### src/rtl/decode_pkg.sv
// Shared types for the decode sequencer: instruction format codes, opcode
// constants and FSM states.
package decode_pkg;

    typedef enum logic [2:0] {
        FMT_R   = 3'd0,
        FMT_I   = 3'd1,
        FMT_S   = 3'd2,
        FMT_SB  = 3'd3,
        FMT_U   = 3'd4,
        FMT_UJ  = 3'd5,
        FMT_ILL = 3'd7
    } fmt_e;

    typedef enum logic [2:0] {
        ST_IDLE  = 3'd0,
        ST_REQ   = 3'd1,
        ST_WAIT  = 3'd2,
        ST_ISSUE = 3'd3,
        ST_HALT  = 3'd4
    } state_e;

    localparam logic [6:0] OP_OP     = 7'b0110011;
    localparam logic [6:0] OP_OP32   = 7'b0111011;
    localparam logic [6:0] OP_LOAD   = 7'b0000011;
    localparam logic [6:0] OP_IMM    = 7'b0010011;
    localparam logic [6:0] OP_IMM32  = 7'b0011011;
    localparam logic [6:0] OP_JALR   = 7'b1100111;
    localparam logic [6:0] OP_STORE  = 7'b0100011;
    localparam logic [6:0] OP_BRANCH = 7'b1100011;
    localparam logic [6:0] OP_LUI    = 7'b0110111;
    localparam logic [6:0] OP_AUIPC  = 7'b0010111;
    localparam logic [6:0] OP_JAL    = 7'b1101111;

endpackage

### src/rtl/instr_classify.sv
// Combinational opcode -> instruction format lookup; unknown opcodes map to
// FMT_ILL so they can still be issued.
module instr_classify
    import decode_pkg::*;
(
    input  logic [6:0] i_opcode,
    output fmt_e       o_fmt
);

    always_comb begin
        case (i_opcode)
            OP_OP, OP_OP32:                     o_fmt = FMT_R;
            OP_LOAD, OP_IMM, OP_IMM32, OP_JALR: o_fmt = FMT_I;
            OP_STORE:                           o_fmt = FMT_S;
            OP_BRANCH:                          o_fmt = FMT_SB;
            OP_LUI, OP_AUIPC:                   o_fmt = FMT_U;
            OP_JAL:                             o_fmt = FMT_UJ;
            default:                            o_fmt = FMT_ILL;
        endcase
    end

endmodule

### src/rtl/decode_sequencer.sv
// Fetches 64-bit words, issues the two 32-bit halves in order and halts on an
// all-zero instruction. Define DECODE_TRACE_EN to print each issued instruction.
module decode_sequencer
    import decode_pkg::*;
#(
    parameter int BUS_DATA_WIDTH = 64,
    parameter int BUS_TAG_WIDTH  = 13
) (
    input  logic                      i_clk,
    input  logic                      i_reset,
    input  logic                      i_start,
    input  logic [BUS_DATA_WIDTH-1:0] i_entry,
    output logic                      o_fetch_req,
    output logic [BUS_DATA_WIDTH-1:0] o_fetch_addr,
    input  logic                      i_fetch_ack,
    input  logic                      i_resp_valid,
    input  logic [BUS_DATA_WIDTH-1:0] i_resp_data,
    output logic                      o_resp_ack,
    output logic                      o_instr_valid,
    output logic [31:0]               o_instr,
    output logic [2:0]                o_instr_fmt,
    output logic [BUS_DATA_WIDTH-1:0] o_instr_pc,
    input  logic                      i_instr_ready,
    output logic                      o_halt
);

    localparam int W = BUS_DATA_WIDTH;

    state_e       r_state;
    state_e       w_next;
    logic [W-1:0] r_pc;
    logic [W-1:0] r_buf;
    logic         r_slot;

    logic [31:0]  w_instr;
    logic         w_zero;
    logic         w_xfer;
    fmt_e         w_fmt;

    // Tag width only exists for bus compatibility.
    logic [BUS_TAG_WIDTH-1:0] w_unused_tag;
    assign w_unused_tag = '0;

    assign w_instr = r_slot ? r_buf[63:32] : r_buf[31:0];
    assign w_zero  = (w_instr == 32'h0);
    assign w_xfer  = (r_state == ST_ISSUE) && !w_zero && i_instr_ready;

    instr_classify u_classify (
        .i_opcode (w_instr[6:0]),
        .o_fmt    (w_fmt)
    );

    always_ff @(posedge i_clk) begin
        if (!i_reset) r_state <= ST_IDLE;
        else          r_state <= w_next;
    end

    always_comb begin
        w_next = r_state;
        case (r_state)
            ST_IDLE, ST_HALT: if (i_start) w_next = ST_REQ;
            ST_REQ:           if (i_fetch_ack) w_next = ST_WAIT;
            ST_WAIT:          if (i_resp_valid) w_next = ST_ISSUE;
            ST_ISSUE: begin
                if (w_zero)              w_next = ST_HALT;
                else if (i_instr_ready && r_slot) w_next = ST_REQ;
            end
            default:          w_next = ST_IDLE;
        endcase
    end

    always_ff @(posedge i_clk) begin
        if (!i_reset) begin
            r_pc   <= '0;
            r_buf  <= '0;
            r_slot <= 1'b0;
        end else begin
            case (r_state)
                ST_IDLE, ST_HALT: if (i_start) r_pc <= i_entry & ~W'(3);
                ST_WAIT: begin
                    if (i_resp_valid) begin
                        r_buf  <= i_resp_data;
                        r_slot <= r_pc[2];
                    end
                end
                // Slot 1 after a transfer is only meaningful in slot-0 case;
                // a slot-1 transfer leaves for REQ and WAIT reloads it.
                ST_ISSUE: begin
                    if (w_xfer) begin
                        r_pc   <= r_pc + W'(4);
                        r_slot <= 1'b1;
                    end
                end
                default: ;
            endcase
        end
    end

    always_comb begin
        o_fetch_req   = 1'b0;
        o_fetch_addr  = '0;
        o_resp_ack    = 1'b0;
        o_instr_valid = 1'b0;
        o_instr       = '0;
        o_instr_fmt   = '0;
        o_instr_pc    = '0;
        o_halt        = 1'b0;
        case (r_state)
            ST_REQ: begin
                o_fetch_req  = 1'b1;
                o_fetch_addr = {r_pc[W-1:3], 3'b000};
            end
            ST_WAIT:  o_resp_ack = i_resp_valid;
            ST_ISSUE: begin
                o_instr_valid = !w_zero;
                o_instr       = w_instr;
                o_instr_fmt   = w_fmt;
                o_instr_pc    = r_pc;
            end
            ST_HALT:  o_halt = 1'b1;
            default: ;
        endcase
    end

`ifdef DECODE_TRACE_EN
    always_ff @(posedge i_clk) begin
        if (i_reset && w_xfer)
            $display("decode pc=%h instr=%h fmt=%0d", r_pc, w_instr, w_fmt);
    end
`endif

endmodule

### config.mk
export PLATFORM = sky130hd
export DESIGN_NAME = decode_sequencer
export DESIGN_NICKNAME = d
export VERILOG_FILES = /design/src/rtl/decode_pkg.sv /design/src/rtl/instr_classify.sv /design/src/rtl/decode_sequencer.sv
export SDC_FILE = /design/constraint.sdc
export NUM_CORES = 1
export LEC_CHECK = 0
export CAP_MARGIN = 0
export CORE_MARGIN = 8
export CORE_UTILIZATION = 46
export DETAILED_ROUTE_END_ITERATION = 10
export PLACE_DENSITY = 0.82
export SLEW_MARGIN = 20
export SYNTH_ARGS = -nofsm -noshare
export SYNTH_HDL_FRONTEND = slang
export SYNTH_SLANG_ARGS = --single-unit
export TNS_END_PERCENT = 10
### constraint.sdc
create_clock -name i_clk -period 3.3 [get_ports i_clk]
set_input_delay 0.66 -clock i_clk [delete_from_list [all_inputs] [get_ports i_clk]]
set_output_delay 0.66 -clock i_clk [all_outputs]
set_load 0.03 [all_outputs]
==> results of run 1 <==
-- critical path, cell delays in order, from the launching register on --
cell and delay, ps:
dfxtp_1 510, nand3b_1 330, buf_12 280, nor2_1 200
clkdlybuf4s50_1 710
-- cell usage after synthesis (3+ instances only) --
cell	number
nand2_1	205
dfxtp_1	130
and2_1	123
a21oi_1	103
nor2_1	96
clkbuf_1	84
o22ai_1	34
mux2i_1	33
nand3_1	31
nor4_1	31
inv_1	23
o21ai_0	20
a32o_1	19
nand4_1	18
nor3_1	17
a221oi_2	14
and3_1	14
o221a_2	12
a22oi_1	11
o31ai_1	11
a31oi_1	9
buf_1	8
o32ai_1	8
buf_4	7
and4_1	6
buf_2	6
a2bb2oi_1	5
o31a_1	5
a21o_1	4
a22o_1	4
buf_6	4
mux2_2	4
nand3b_1	3
nor3b_1	3
o41ai_1	3
or4_1	3
-- kinds of logic (layout without fill, tap and decap cells) --
kind of cell	after synthesis	count (layout)	share of synthesized area, %
AO/OA/AOI/OAI	289	289	24.7
AND/OR/NAND/NOR	570	570	33.5
multiplexers	37	37	4.42
adder cells (fa/ha/maj)	1	1	0.147
flip-flops	130	130	30.6
buffers and inverters	132	383	6.58
other	1	5	0.0441
-- metrics by stage --
step | setup WS [ps] | power (uW) | area [sq um] | util [%] | hold WS (ps)
3_3_place_gp | 459 | 2750 | 11600 | 64.1 | 443
5_1_grt | 6.00 | 4790 | 12100 | 67.3 | 493
2_1_floorplan | 600 | 2370 | 8510 | - | 436
6_report | 158 | 4600 | 12100 | 67.3 | 460
3_5_place_dp | 444 | 2770 | 11600 | 64.1 | 453
4_1_cts | 13.6 | 4600 | 12100 | 67.3 | 462
-- cells in the final DEF, fill, tap and decap left out, drive strengths merged, types with 6 or more instances in the layout --
master         count
and4               6
o21ai             22
a32o              19
buf               49
a21oi            103
dfxtp            130
o221a             14
and2             123
nand4             18
clkbuf            17
nand2            206
a221oi            15
clkdlybuf4s50    275
and3              14
nor4              35
o22ai             34
nand3             31
nor3              17
nor2              97
a22oi             11
mux2i             33
o32ai              8
o31ai             12
inv               31
a31oi              9
-- cell type report --
| type | instances | area (sq um) |
|---|---|---|
| Fill cell | 1551 | 5890 |
| Multi-Input combinational cell | 902 | 5380 |
| Timing Repair Buffer | 328 | 3210 |
| Sequential cell | 130 | 2600 |
| Clock buffer | 17 | 425 |
| Tap cell | 229 | 287 |
| Clock inverter | 15 | 144 |
| Inverter | 23 | 87.6 |
-- per-layer routing --
layer  part of all wire [%]  global-route usage [%]  up-vias
met5                      0                       0        -
met2                     49                    42.8      489
met4                    2.1                    9.43        0
met3                    9.9                    8.52       54
met1                     39                    31.7     4558
li1                       -                       -     4645
-- sequential cells by signal, summed over array words and instances, names as in the netlist --
name	flops
r_buf	64
r_state	3
r_pc	62
r_slot	1
-- report_power, final --
group	internal [uW]	switching (uW)	total [uW]	leakage [uW]
combinational	440	492	931	0.00289
sequential	1670	141	1810	0.00106
clock	1060	800	1860	0.000274
total	3160	1430	4600	0.00423
-- repair_timing --
item / 4_1_cts / 5_1_grt
endpoints found under the hold margin: 0 / 0
endpoints found under the setup margin: 1 / 3
setup buffers: 0 / 0
gates resized for setup: 2 / 4
pin swaps: 0 / 0
-- final timing paths --
kind	start	to	slack [ps]
hold / removal	r_buf[2]	r_buf[2]	460
hold reg to reg	r_buf[2]	r_buf[2]	460
setup reg to reg	r_slot	r_pc[50]	520
setup / recovery	r_state[1]	o_instr[6]	160
==> impl_metrics.yaml, run 1 <==
yosys:
  yosys.area.top_type: "dfxtp_1"
  yosysWarnings: 0
  ys_seq_elements: 130
  synth_edf_count: 0
  synth_cell_type_count: 72
  syn_inst: 1160
  synth_top_area_share_pct: 30.6
  synth_top_flop_cell: "dfxtp_1"
  syn_area_sq_um: 8500
  seq_area_frac_synth_pct: 30.6
  avgSynthCellArea_sq_um: 7.33
  ys_async_sr_fraction_pct: 0
  synth_area_leaders: "dfxtp_1 31%, and2_1 9.1%, nand2_1 9.1%"
critical_path:
  arrival_ps: 2480
  critical_path_required_ps: 2640
  reg2reg_depth: 9
  worstSetupEndpointType: "output port"
  cp-start-kind: "flip-flop"
  path_max_fanout: 45
  crit_type: "flip-flop to output port"
placed_design:
  dp_cells: 1612
  portBuffers: 293
  place_congestion: 0.916
  place_hpwl_um: 23000
final_layout:
  stdcell_count: 1644
  diodes: 0
  nNetsFinal: 1537
  syn_to_final_growth_pct: 42.8
  drive_above_1_share_pct: 9.33
global_routing:
  antenna_found_initial: 0
  grt_use_total_pct: 26.2
  grt_pass1_wl_um: 50600
  grt-ovfl-total: 0
  first_global_vias: 9357
  grt_max_degree: 65
clock_network:
  cts_tree: "done"
  cts_max_path_buffers: 2
  cts-htree-levels: 4
  cts_inserted_buffers: 17
  root_buffer: "clkbuf_16"
  insertion_delay_ps: 420
  ctsHoldBuffers: 0
  clkSlewWorstSetupHoldPaths_ps: 60
  cts_sinks: 130
sta:
  max_freq_mhz: 318
  slew_viol_final: 0
  fin_crit_sh_pct: 95.2
  setup_tns_ps: 0
  setup_viol: 0
  fin_worst_skew_ps: 10.6
  rsz0062_at_grt: "false"
  min_period_ps: 3140
  relSlewSlack_pct: 49.2
  hold_viol: 0
  tightest_slew_ps: 756
floorplanning:
  initial_utilization_pct: 47.2
  die_x_um: 152
  die_area_sq_um: 23100
  die_h_um: 152
  fp.coreArea_sq_um: 18000
  num_rows: 49
  num_io_pins: 301
power_and_ir_drop:
  leakage_uw: 0.00423
  pwr_density_cell_nw_per_um2: 379
  ir_worst_vdd_mv: 0.379
hold_path:
  min_path_type: "flip-flop to flip-flop"
  min_delay_path_depth: 2
drt:
  viasPerCell: 5.93
  vias: 9746
  first_iter_violations: 771
  totalWireLength_um: 31700
  drc: 0
  firstDrtPassIters: 5
  ant_nets: 0
  wl_per_cell_um: 19.3
run_status:
  outcome: "complete, no violations"
job:
  maxCapViolCount: 0
No activity file was read; power rests on OpenSTA's default activity.
==> run 2, diff against run 1 <==
- ABC_AREA: unset -> 1
- CAP_MARGIN: 0 -> 20
- CORE_UTILIZATION: 46 -> 47
==> run 2 against run 1 <==
  * The run now ends with setup timing left
  * Sequential share of layout area down 0.63 points
  * Clock-buffer cell count unchanged
  * Via count up 14%
  * Non-clock buffer count down 17
  * Critical endpoint is now o_instr_pc[50]
  * Global-route usage up 0.99 points
  * Synthesized area up 3.9%
  * Largest power group is now combinational logic
  * Cell area up 3.0%
  * Combinational power rose to 4.7 times the previous value
==> impl_metrics.yaml, run 2 <==
clock_network:
  cts_inserted_buffers: 17
  cts_max_path_buffers: 2
  root_buffer: "clkbuf_16"
  cts_tree: "done"
  ctsHoldBuffers: 0
  cts-htree-levels: 4
  insertion_delay_ps: 420
  post-cts-setup-buffer-count: 0
  cts_sinks: 130
  clkSlewWorstSetupHoldPaths_ps: 60
global_routing:
  grt_use_total_pct: 27.2
  antenna_found_initial: 1
  first_global_vias: 10200
  grt-ovfl-total: 0
  grt_max_degree: 95
  grt_pass1_wl_um: 52500
final_layout:
  final_common_cell: "nand2_1"
  utilization_pct: 67.3
  layout_common_cells: "392 x nand2_1, 382 x nor2_1, 286 x clkdlybuf4s50_1"
  drive_above_1_share_pct: 3.85
  stdcell_count: 2078
  largest_reg_flops: 64
  top_register: "r_buf"
  reg.largest.list: "r_buf: 64 flops, r_pc: 62 flops, r_state: 3 flops"
  nNetsFinal: 1965
  final_area_sq_um: 12500
  syn_to_final_growth_pct: 41.6
yosys:
  yosys.area.top_type: "dfxtp_1"
  avgSynthCellArea_sq_um: 5.57
  seq_area_frac_synth_pct: 29.5
  ys_top_cells_by_count: "393 x nand2_1, 382 x nor2_1, 169 x inv_1"
  synth_cell_type_count: 35
  ys_seq_elements: 130
  synth_top_flop_cell: "dfxtp_1"
  yosysMostFrequentCell: "nand2_1"
  yosysWarnings: 0
  syn_area_sq_um: 8830
  syn_inst: 1585
  synth_area_leaders: "dfxtp_1 29%, nand2_1 17%, nor2_1 16%"
  synth_edf_count: 0
  synth_top_area_share_pct: 29.5
  ys_async_sr_fraction_pct: 0
power_and_ir_drop:
  power_uw: 8780
  leakage_uw: 0.00518
  pwr_density_cell_nw_per_um2: 702
  ir_worst_vdd_mv: 0.397
hold_path:
  min_path_type: "flip-flop to flip-flop"
drt:
  ant_nets: 0
  wl_per_cell_um: 15.9
  drc: 0
  viasPerCell: 5.33
  totalWireLength_um: 33100
  first_iter_violations: 866
  firstDrtPassIters: 7
  vias: 11100
placed_design:
  place_area_sq_um: 11900
  portBuffers: 293
  place_hpwl_um: 24900
  place_congestion: 0.960
  dp_cells: 2045
run_status:
  outcome: "finished with violations"
  failed_checks: "setup timing"
critical_path:
  regToRegSetupSlack_ps: 550
  path_cells: "nor2_1 -> nand2_4 -> buf_12 -> nor2_1 -> clkdlybuf4s50_1"
  path_buf_inv: 2
  cp_slowest_stage_delay_ps: 770
  cp.depth: 5
  cp-start-kind: "flip-flop"
  crit_type: "flip-flop to output port"
  r2r-start: "r_slot"
  crit_family: "buffers and inverters"
  critPathSlowestCell: "clkdlybuf4s50_1"
  endpoint: "o_instr_pc[50]"
  reg2reg_depth: 15
  critical_path_required_ps: 2640
  arrival_ps: 2680
  r2r-end: "r_pc[46]"
  timing.critical_path.mode_cell: "nor2_1"
  worstSetupEndpointType: "output port"
  path_max_fanout: 48
  crit_path_start: "r_state[2]"
sta:
  fin_hold_ws_ps: 451
  fin_worst_skew_ps: 9.42
  max_freq_mhz: 300
  setup_viol: 5
  relSlewSlack_pct: 48.4
  fin_crit_sh_pct: 101
  setup_slack_ps: -36.4
  rsz0062_at_grt: "true"
  tightest_slew_ps: 769
  min_period_ps: 3340
  hold_viol: 0
  slew_viol_final: 0
floorplanning:
  initial_utilization_pct: 47.5
  num_io_pins: 301
  die_area_sq_um: 23400
  num_rows: 50
  fp.coreArea_sq_um: 18600
  die_h_um: 153
  die_x_um: 153
job:
  maxCapViolCount: 0
run 2: power breakdown:
group / switching (uW) / internal [uW]
Clock: 768 / 1200
Combinational: 2850 / 1470
Sequential: 435 / 2060
Total: 4060 / 4730
run 2: kinds of logic after synthesis:
logic type               synth area share (%)
XOR/XNOR                                0.298
AO/OA/AOI/OAI                            13.3
adder cells (fa/ha/maj)                 0.142
other                                  0.0425
multiplexers                            0.340
buffers and inverters                    12.2
flip-flops                               29.5
AND/OR/NAND/NOR                          44.3
run 2: repair_timing:
action | in CTS | in global routing
gates resized for setup | 0 | 3
endpoints found under the setup margin | 0 | 89
endpoints found under the hold margin | 0 | 0
run 2: how the worst min path moves through the flow:
stage,slack [ps],from,cells past startpoint,to
after floorplan,430,r_buf[10],2,r_buf[10]
after global placement,440,r_buf[36],2,r_buf[36]
after detailed placement,440,r_buf[34],2,r_buf[34]
after CTS,450,r_buf[34],2,r_buf[34]
after global routing,470,r_buf[43],2,r_buf[43]
final,450,r_buf[3],2,r_buf[3]
run 2: area by class of cell:
type                       instances  area [sq um]
fill                            1715          6080
multi-input combinational       1199          5170
timing repair buffer             311          3180
sequential                       130          2600
inverter                         171           647
clock buffer                      17           425
tap                              234           293
clock inverter                    15           183
antenna                            1          2.50
run 2: worst reg2reg max path: cells and delay by family (launching register included):
kind / cells / cell delay, ps
buffers and inverters: 3 / 810
DFF: 1 / 470
and+or+nand+nor: 12 / 1400
run 2: stage by stage:
stage / setup TNS (ps) / setup slack (ps)
after floorplan: 0 / 629
after global placement: 0 / 435
after detailed placement: 0 / 418
after CTS: 0 / 7.53
after global routing: -5530 / -130
final: -86.4 / -36.4
run 2: layer usage:
| metal | wire [um] | vias up | track usage, % |
|---|---|---|---|
| li1 | - | 5496 | - |
| met1 | 13000 | 4895 | 31.9 |
| met2 | 15300 | 590 | 45.2 |
| met3 | 3600 | 96 | 8.12 |
| met4 | 1250 | 0 | 12.3 |
| met5 | 0 | - | 0 |
==> run 3, diff against run 2 <==
- ABC_AREA: 1 -> unset
- ABC_CLOCK_PERIOD_IN_PS: unset -> 3300
- CORE_UTILIZATION: 47 -> 46
==> results of run 3 <==
The final DEF is identical to that of run 1; final timing and power are the same.
